## src/rtl/wb_unit.sv

```systemverilog
// Writeback stage: holds one retiring instruction, waits for load data,
// then drives the regfile write port and the difftest commit record.
module wb_unit (
    input  logic        clk,
    input  logic        rst,
    input  logic        mem_valid_i,
    output logic        mem_ready_o,
    input  logic [63:0] mem_pc_i,
    input  logic [31:0] mem_inst_i,
    input  logic [4:0]  mem_rd_i,
    input  logic        mem_rd_wen_i,
    input  logic [63:0] mem_result_i,
    input  logic        mem_is_load_i,
    input  logic [1:0]  mem_ld_size_i,
    input  logic        mem_ld_unsigned_i,
    input  logic [2:0]  mem_addr_lo_i,
    input  logic        dmem_rvalid_i,
    input  logic [63:0] dmem_rdata_i,
    output logic [4:0]  rf_waddr_o,
    output logic [63:0] rf_wdata_o,
    output logic        rf_wen_o,
    output logic        pending_valid_o,
    output logic [4:0]  pending_rd_o,
    output logic        commit_valid_o,
    output logic [63:0] commit_pc_o,
    output logic [31:0] commit_inst_o,
    output logic        commit_wen_o,
    output logic [4:0]  commit_wdest_o,
    output logic [63:0] commit_wdata_o
);

    typedef enum logic [1:0] {
        IDLE,
        WAIT_LOAD,
        WRITE
    } state_t;

    typedef struct packed {
        logic [63:0] pc;
        logic [31:0] inst;
        logic [4:0]  rd;
        logic        wen;
        logic [63:0] result;
        logic        is_load;
        logic [1:0]  size;
        logic        uns;
        logic [2:0]  addr_lo;
    } entry_t;

    state_t state_q, state_d;
    entry_t ent_q, ent_d;

    logic        xfer;
    logic        busy;
    logic        writes_rd;
    logic [63:0] sh_b, sh_h, sh_w;
    logic [63:0] ld_data;

    // Ready is forced low while reset is held so the memory stage cannot hand off.
    assign mem_ready_o = ~rst & (state_q != WAIT_LOAD);
    assign xfer        = mem_valid_i & mem_ready_o;
    assign busy        = (state_q != IDLE);
    assign writes_rd   = ent_q.wen & (ent_q.rd != 5'd0);

    always_comb begin
        sh_b    = dmem_rdata_i >> {ent_q.addr_lo, 3'b000};
        sh_h    = dmem_rdata_i >> {ent_q.addr_lo[2:1], 4'b0000};
        sh_w    = dmem_rdata_i >> {ent_q.addr_lo[2], 5'b00000};
        ld_data = dmem_rdata_i;
        unique case (ent_q.size)
            2'd0: ld_data = ent_q.uns ? {56'd0, sh_b[7:0]}
                                      : {{56{sh_b[7]}}, sh_b[7:0]};
            2'd1: ld_data = ent_q.uns ? {48'd0, sh_h[15:0]}
                                      : {{48{sh_h[15]}}, sh_h[15:0]};
            2'd2: ld_data = ent_q.uns ? {32'd0, sh_w[31:0]}
                                      : {{32{sh_w[31]}}, sh_w[31:0]};
            default: ld_data = dmem_rdata_i;
        endcase
    end

    always_comb begin
        state_d = state_q;
        ent_d   = ent_q;
        unique case (state_q)
            IDLE, WRITE: begin
                if (xfer) begin
                    ent_d.pc      = mem_pc_i;
                    ent_d.inst    = mem_inst_i;
                    ent_d.rd      = mem_rd_i;
                    ent_d.wen     = mem_rd_wen_i;
                    ent_d.result  = mem_result_i;
                    ent_d.is_load = mem_is_load_i;
                    ent_d.size    = mem_ld_size_i;
                    ent_d.uns     = mem_ld_unsigned_i;
                    ent_d.addr_lo = mem_addr_lo_i;
                    state_d       = mem_is_load_i ? WAIT_LOAD : WRITE;
                end else begin
                    state_d = IDLE;
                end
            end
            WAIT_LOAD: begin
                if (dmem_rvalid_i) begin
                    ent_d.result = ld_data;
                    state_d      = WRITE;
                end
            end
            default: state_d = IDLE;
        endcase
    end

    always_ff @(posedge clk or posedge rst) begin
        if (rst) begin
            state_q <= IDLE;
            ent_q   <= '0;
        end else begin
            state_q <= state_d;
            ent_q   <= ent_d;
        end
    end

    assign rf_waddr_o      = busy ? ent_q.rd : 5'd0;
    assign rf_wdata_o      = busy ? ent_q.result : 64'd0;
    assign rf_wen_o        = (state_q == WRITE) & writes_rd;
    assign pending_valid_o = busy & writes_rd;
    assign pending_rd_o    = pending_valid_o ? ent_q.rd : 5'd0;

    assign commit_valid_o = (state_q == WRITE);
    assign commit_pc_o    = commit_valid_o ? ent_q.pc : 64'd0;
    assign commit_inst_o  = commit_valid_o ? ent_q.inst : 32'd0;
    assign commit_wen_o   = rf_wen_o;
    assign commit_wdest_o = commit_valid_o ? ent_q.rd : 5'd0;
    assign commit_wdata_o = commit_valid_o ? ent_q.result : 64'd0;

endmodule

```

## config.mk

```make
export PLATFORM = sky130hd
export DESIGN_NAME = wb_unit
export DESIGN_NICKNAME = d
export VERILOG_FILES = /design/src/rtl/wb_unit.sv
export SDC_FILE = /design/constraint.sdc
export NUM_CORES = 1
export LEC_CHECK = 0
export BUFFER_PORTS_ARGS = -buffer_cell sky130_fd_sc_hd__buf_2
export CAP_MARGIN = 20
export CORE_AREA = 2 2 189 191
export DETAILED_ROUTE_END_ITERATION = 8
export DIE_AREA = 0 0 191 193
export SYNTH_ARGS = -nofsm -noshare
export SYNTH_HDL_FRONTEND = slang
export SYNTH_SLANG_ARGS = --single-unit
```

## constraint.sdc

```tcl
create_clock -name clk -period 7.65 [get_ports clk]
set_clock_uncertainty 0.1 [all_clocks]
set_input_delay 1.1475 -clock clk [delete_from_list [all_inputs] [get_ports clk]]
set_output_delay 1.1475 -clock clk [all_outputs]
set_load 0.05 [all_outputs]
```

==> impl_metrics.env <==
export IMPL_min_path_type="reg -> reg"
export IMPL_globalplace_congestion=0.862
export IMPL_fin_crit_sh=0.486
export IMPL_drt_pass1_iter_count=5
export IMPL_arrival_ps=2470
export IMPL_synth_nets=1482
export IMPL_p_sw_frac=0.417
export IMPL_cp_end_kind="primary output"
export IMPL_synth_seq_cells=174
export IMPL_final_common_cell="buf_2"
export IMPL_total_power_mw=3.32
export IMPL_async_flop_share=1.00
export IMPL_final_setup_viol_count=0
export IMPL_drive_gt1_frac=0.351
export IMPL_cellPowerDensity_nw_per_um2=245
export IMPL_port_buffers=484
export IMPL_netlist_area_leader_share=0.425
export IMPL_fp_coreArea_um2=35000
export IMPL_die_h_um=193
export IMPL_path_max_fanout=5
export IMPL_drv_slew=0
export IMPL_final_cell_mix="485 x buf_2, 327 x nand2_1, 235 x and2_1"
export IMPL_synth_cell_type_count=50
export IMPL_syn2layout_area_growth_pct=32.6
export IMPL_status="finished, final reports clean"
export IMPL_finish_utilization=0.388
export IMPL_min_period_ps=3720
export IMPL_final_area_um2=13600
export IMPL_cts_sinks=174
export IMPL_pwr_share_comb=0.349
export IMPL_cts_tree="done"
export IMPL_die_area_um2=36900
export IMPL_dpl_cell_area_um2=12900
export IMPL_critical_path_class="reg -> out"
export IMPL_syn_inst=1241
export IMPL_grt_start_max_net_pins=106
export IMPL_num_rows=69
export IMPL_track_usage=0.210
export IMPL_ir_drop_v=0.000154
export IMPL_yosys_warnings=0
export IMPL_synth_edf_count=0
export IMPL_drc=0
export IMPL_hold_viol_final=0
export IMPL_pwr_share_seq=0.390
export IMPL_post_synth_instance_area_um2=10200
export IMPL_synth_ff_type="dfrtp_1"
export IMPL_cts_inserted_buffers=17
export IMPL_clk_path_buf_depth=2
export IMPL_path_clk_slew_ps=70
export IMPL_max_freq_mhz=269
export IMPL_required_ps=6400
export IMPL_die_w_um=191
export IMPL_synth_top_cell_by_area="dfrtp_1"
export IMPL_power_leakage_nw=7.38
export IMPL_rsz0062_at_grt="false"
export IMPL_nets=1898
export IMPL_cp_start_kind="flip-flop"
export IMPL_p_int_mw=1.94
export IMPL_hpwlAfterDp_mm=30.0
export IMPL_grt_pass1_wl_mm=58.1
export IMPL_ys_top_cells_by_area="dfrtp_1 43%, and2_1 14%, nand2_1 12%, mux2_2 3.3%, clkbuf_1 3.0%"
export IMPL_postCtsSetupBuffers=0
export IMPL_syn_mean_instance_area_um2=8.25
export IMPL_htreeDepth=4
export IMPL_slew_headroom=0.234
export IMPL_grt_overflow=0
export IMPL_maxCapViolCount=0
export IMPL_start_util=0.293
export IMPL_ios=485
export IMPL_via_count=10512
export IMPL_setup_tns_ps=0
export IMPL_worst_pin_slew_ps=1150
export IMPL_drt_vias_per_instance=4.91
export IMPL_insertion_delay_ps=450
export IMPL_ys_seq_area_frac=0.425
export IMPL_grt_pass1_vias=9550
export IMPL_ant_nets=0
export IMPL_root_buffer="clkbuf_16"
export IMPL_cts_resized_gates=0
export IMPL_p_switching_mw=1.39
export IMPL_holdBufCountCts=0
export IMPL_antenna_found_initial=11
export IMPL_drtIter0Drc=622
export IMPL_power_frac_clock=0.262
export IMPL_wl_per_cell_um=18.9
export IMPL_drt_total_wl_mm=40.4
-- stage by stage --
| stage | std cells | hold WS (ps) | setup WS [ps] |
|---|---|---|---|
| 6_report | 2139 | 367 | 3930 |
| 4_1_cts | 2129 | 372 | 3190 |
| 3_3_place_gp | 2096 | 349 | 3860 |
| 5_1_grt | 2137 | 390 | 3550 |
| 2_1_floorplan | 1241 | 337 | 1690 |
| 3_5_place_dp | 2097 | 355 | 3690 |
-- layer usage --
metal	vias to the layer above	part of all wire	track usage
li1	5005	-	-
met4	2	0.020	0.0683
met2	436	0.47	0.331
met3	55	0.069	0.0503
met1	5014	0.44	0.282
met5	-	0.00027	0
-- flip-flops by register name (all words and copies together) (netlist names) --
register,flops
ent_q,172
state_q,2
-- cell type report --
type	instances	area [um2]
Fill cell	3659	21400
Timing Repair Buffer	500	2560
Inverter	6	27.5
Antenna cell	8	20.0
Tap cell	461	577
Clock buffer	19	443
Multi-Input combinational cell	958	5460
Sequential cell	174	4360
Clock inverter	13	130
-- cell usage after synthesis, types with 2 or more instances --
library cell / count
a221o_1: 6
a211oi_1: 9
o22ai_1: 38
or2_2: 2
inv_1: 6
dfrtp_1: 174
and2_1: 235
buf_4: 2
o21ai_0: 54
mux2i_2: 2
nor4b_1: 2
buf_1: 9
nor2b_1: 4
buf_6: 5
nand2_1: 328
a21oi_1: 56
a21o_1: 7
nand3_1: 18
a21oi_2: 10
nor3_1: 2
clkbuf_1: 82
a31oi_1: 5
nand2b_1: 10
or3_1: 5
o221ai_1: 8
a22o_1: 2
nor2_1: 24
buf_2: 5
mux2i_1: 11
a221oi_1: 3
a211o_1: 15
and3_1: 22
a22oi_1: 34
mux2_2: 30
-- power by group through the flow --
| stage | clock, mW | combinational, mW | sequential, mW |
|---|---|---|---|
| final | 0.870 | 1.16 | 1.30 |
| after global routing | 0.938 | 1.25 | 1.32 |
| after CTS | 0.898 | 1.16 | 1.29 |
| after detailed placement | 0 | 1.16 | 1.31 |
| after global placement | 0 | 1.13 | 1.31 |
| after floorplan | 0 | 0.901 | 1.20 |
-- cell families (layout without fill, tap and decap cells) --
logic type	count (synthesis)	after routing	synth area share
other cells	0	8	0
flops	174	174	0.425
simple gates	658	658	0.315
buf+inv	109	538	0.0450
compound gates	256	256	0.167
mux	44	44	0.0475
-- final timing paths --
kind | to | slack [ps] | cells after the start | start
min reg2reg | ent_q[113] | 370 | 2 | ent_q[113]
max | commit_wen_o | 3930 | 4 | ent_q[73]
min | ent_q[113] | 370 | 2 | ent_q[113]
min in group asynchronous | ent_q[116] | 720 | 2 | rst
max reg2reg | ent_q[52] | 4480 | 7 | state_q[0]
max in group asynchronous | ent_q[143] | 5380 | 3 | rst
-- worst max-delay path, cell delays in order, from the launching register on --
cell,delay [ps]
dfrtp_1,440
or4_1,530
o21ai_0,600
nor3b_1,190
buf_2,260
Note: power is estimated with default switching activity, not from simulation.
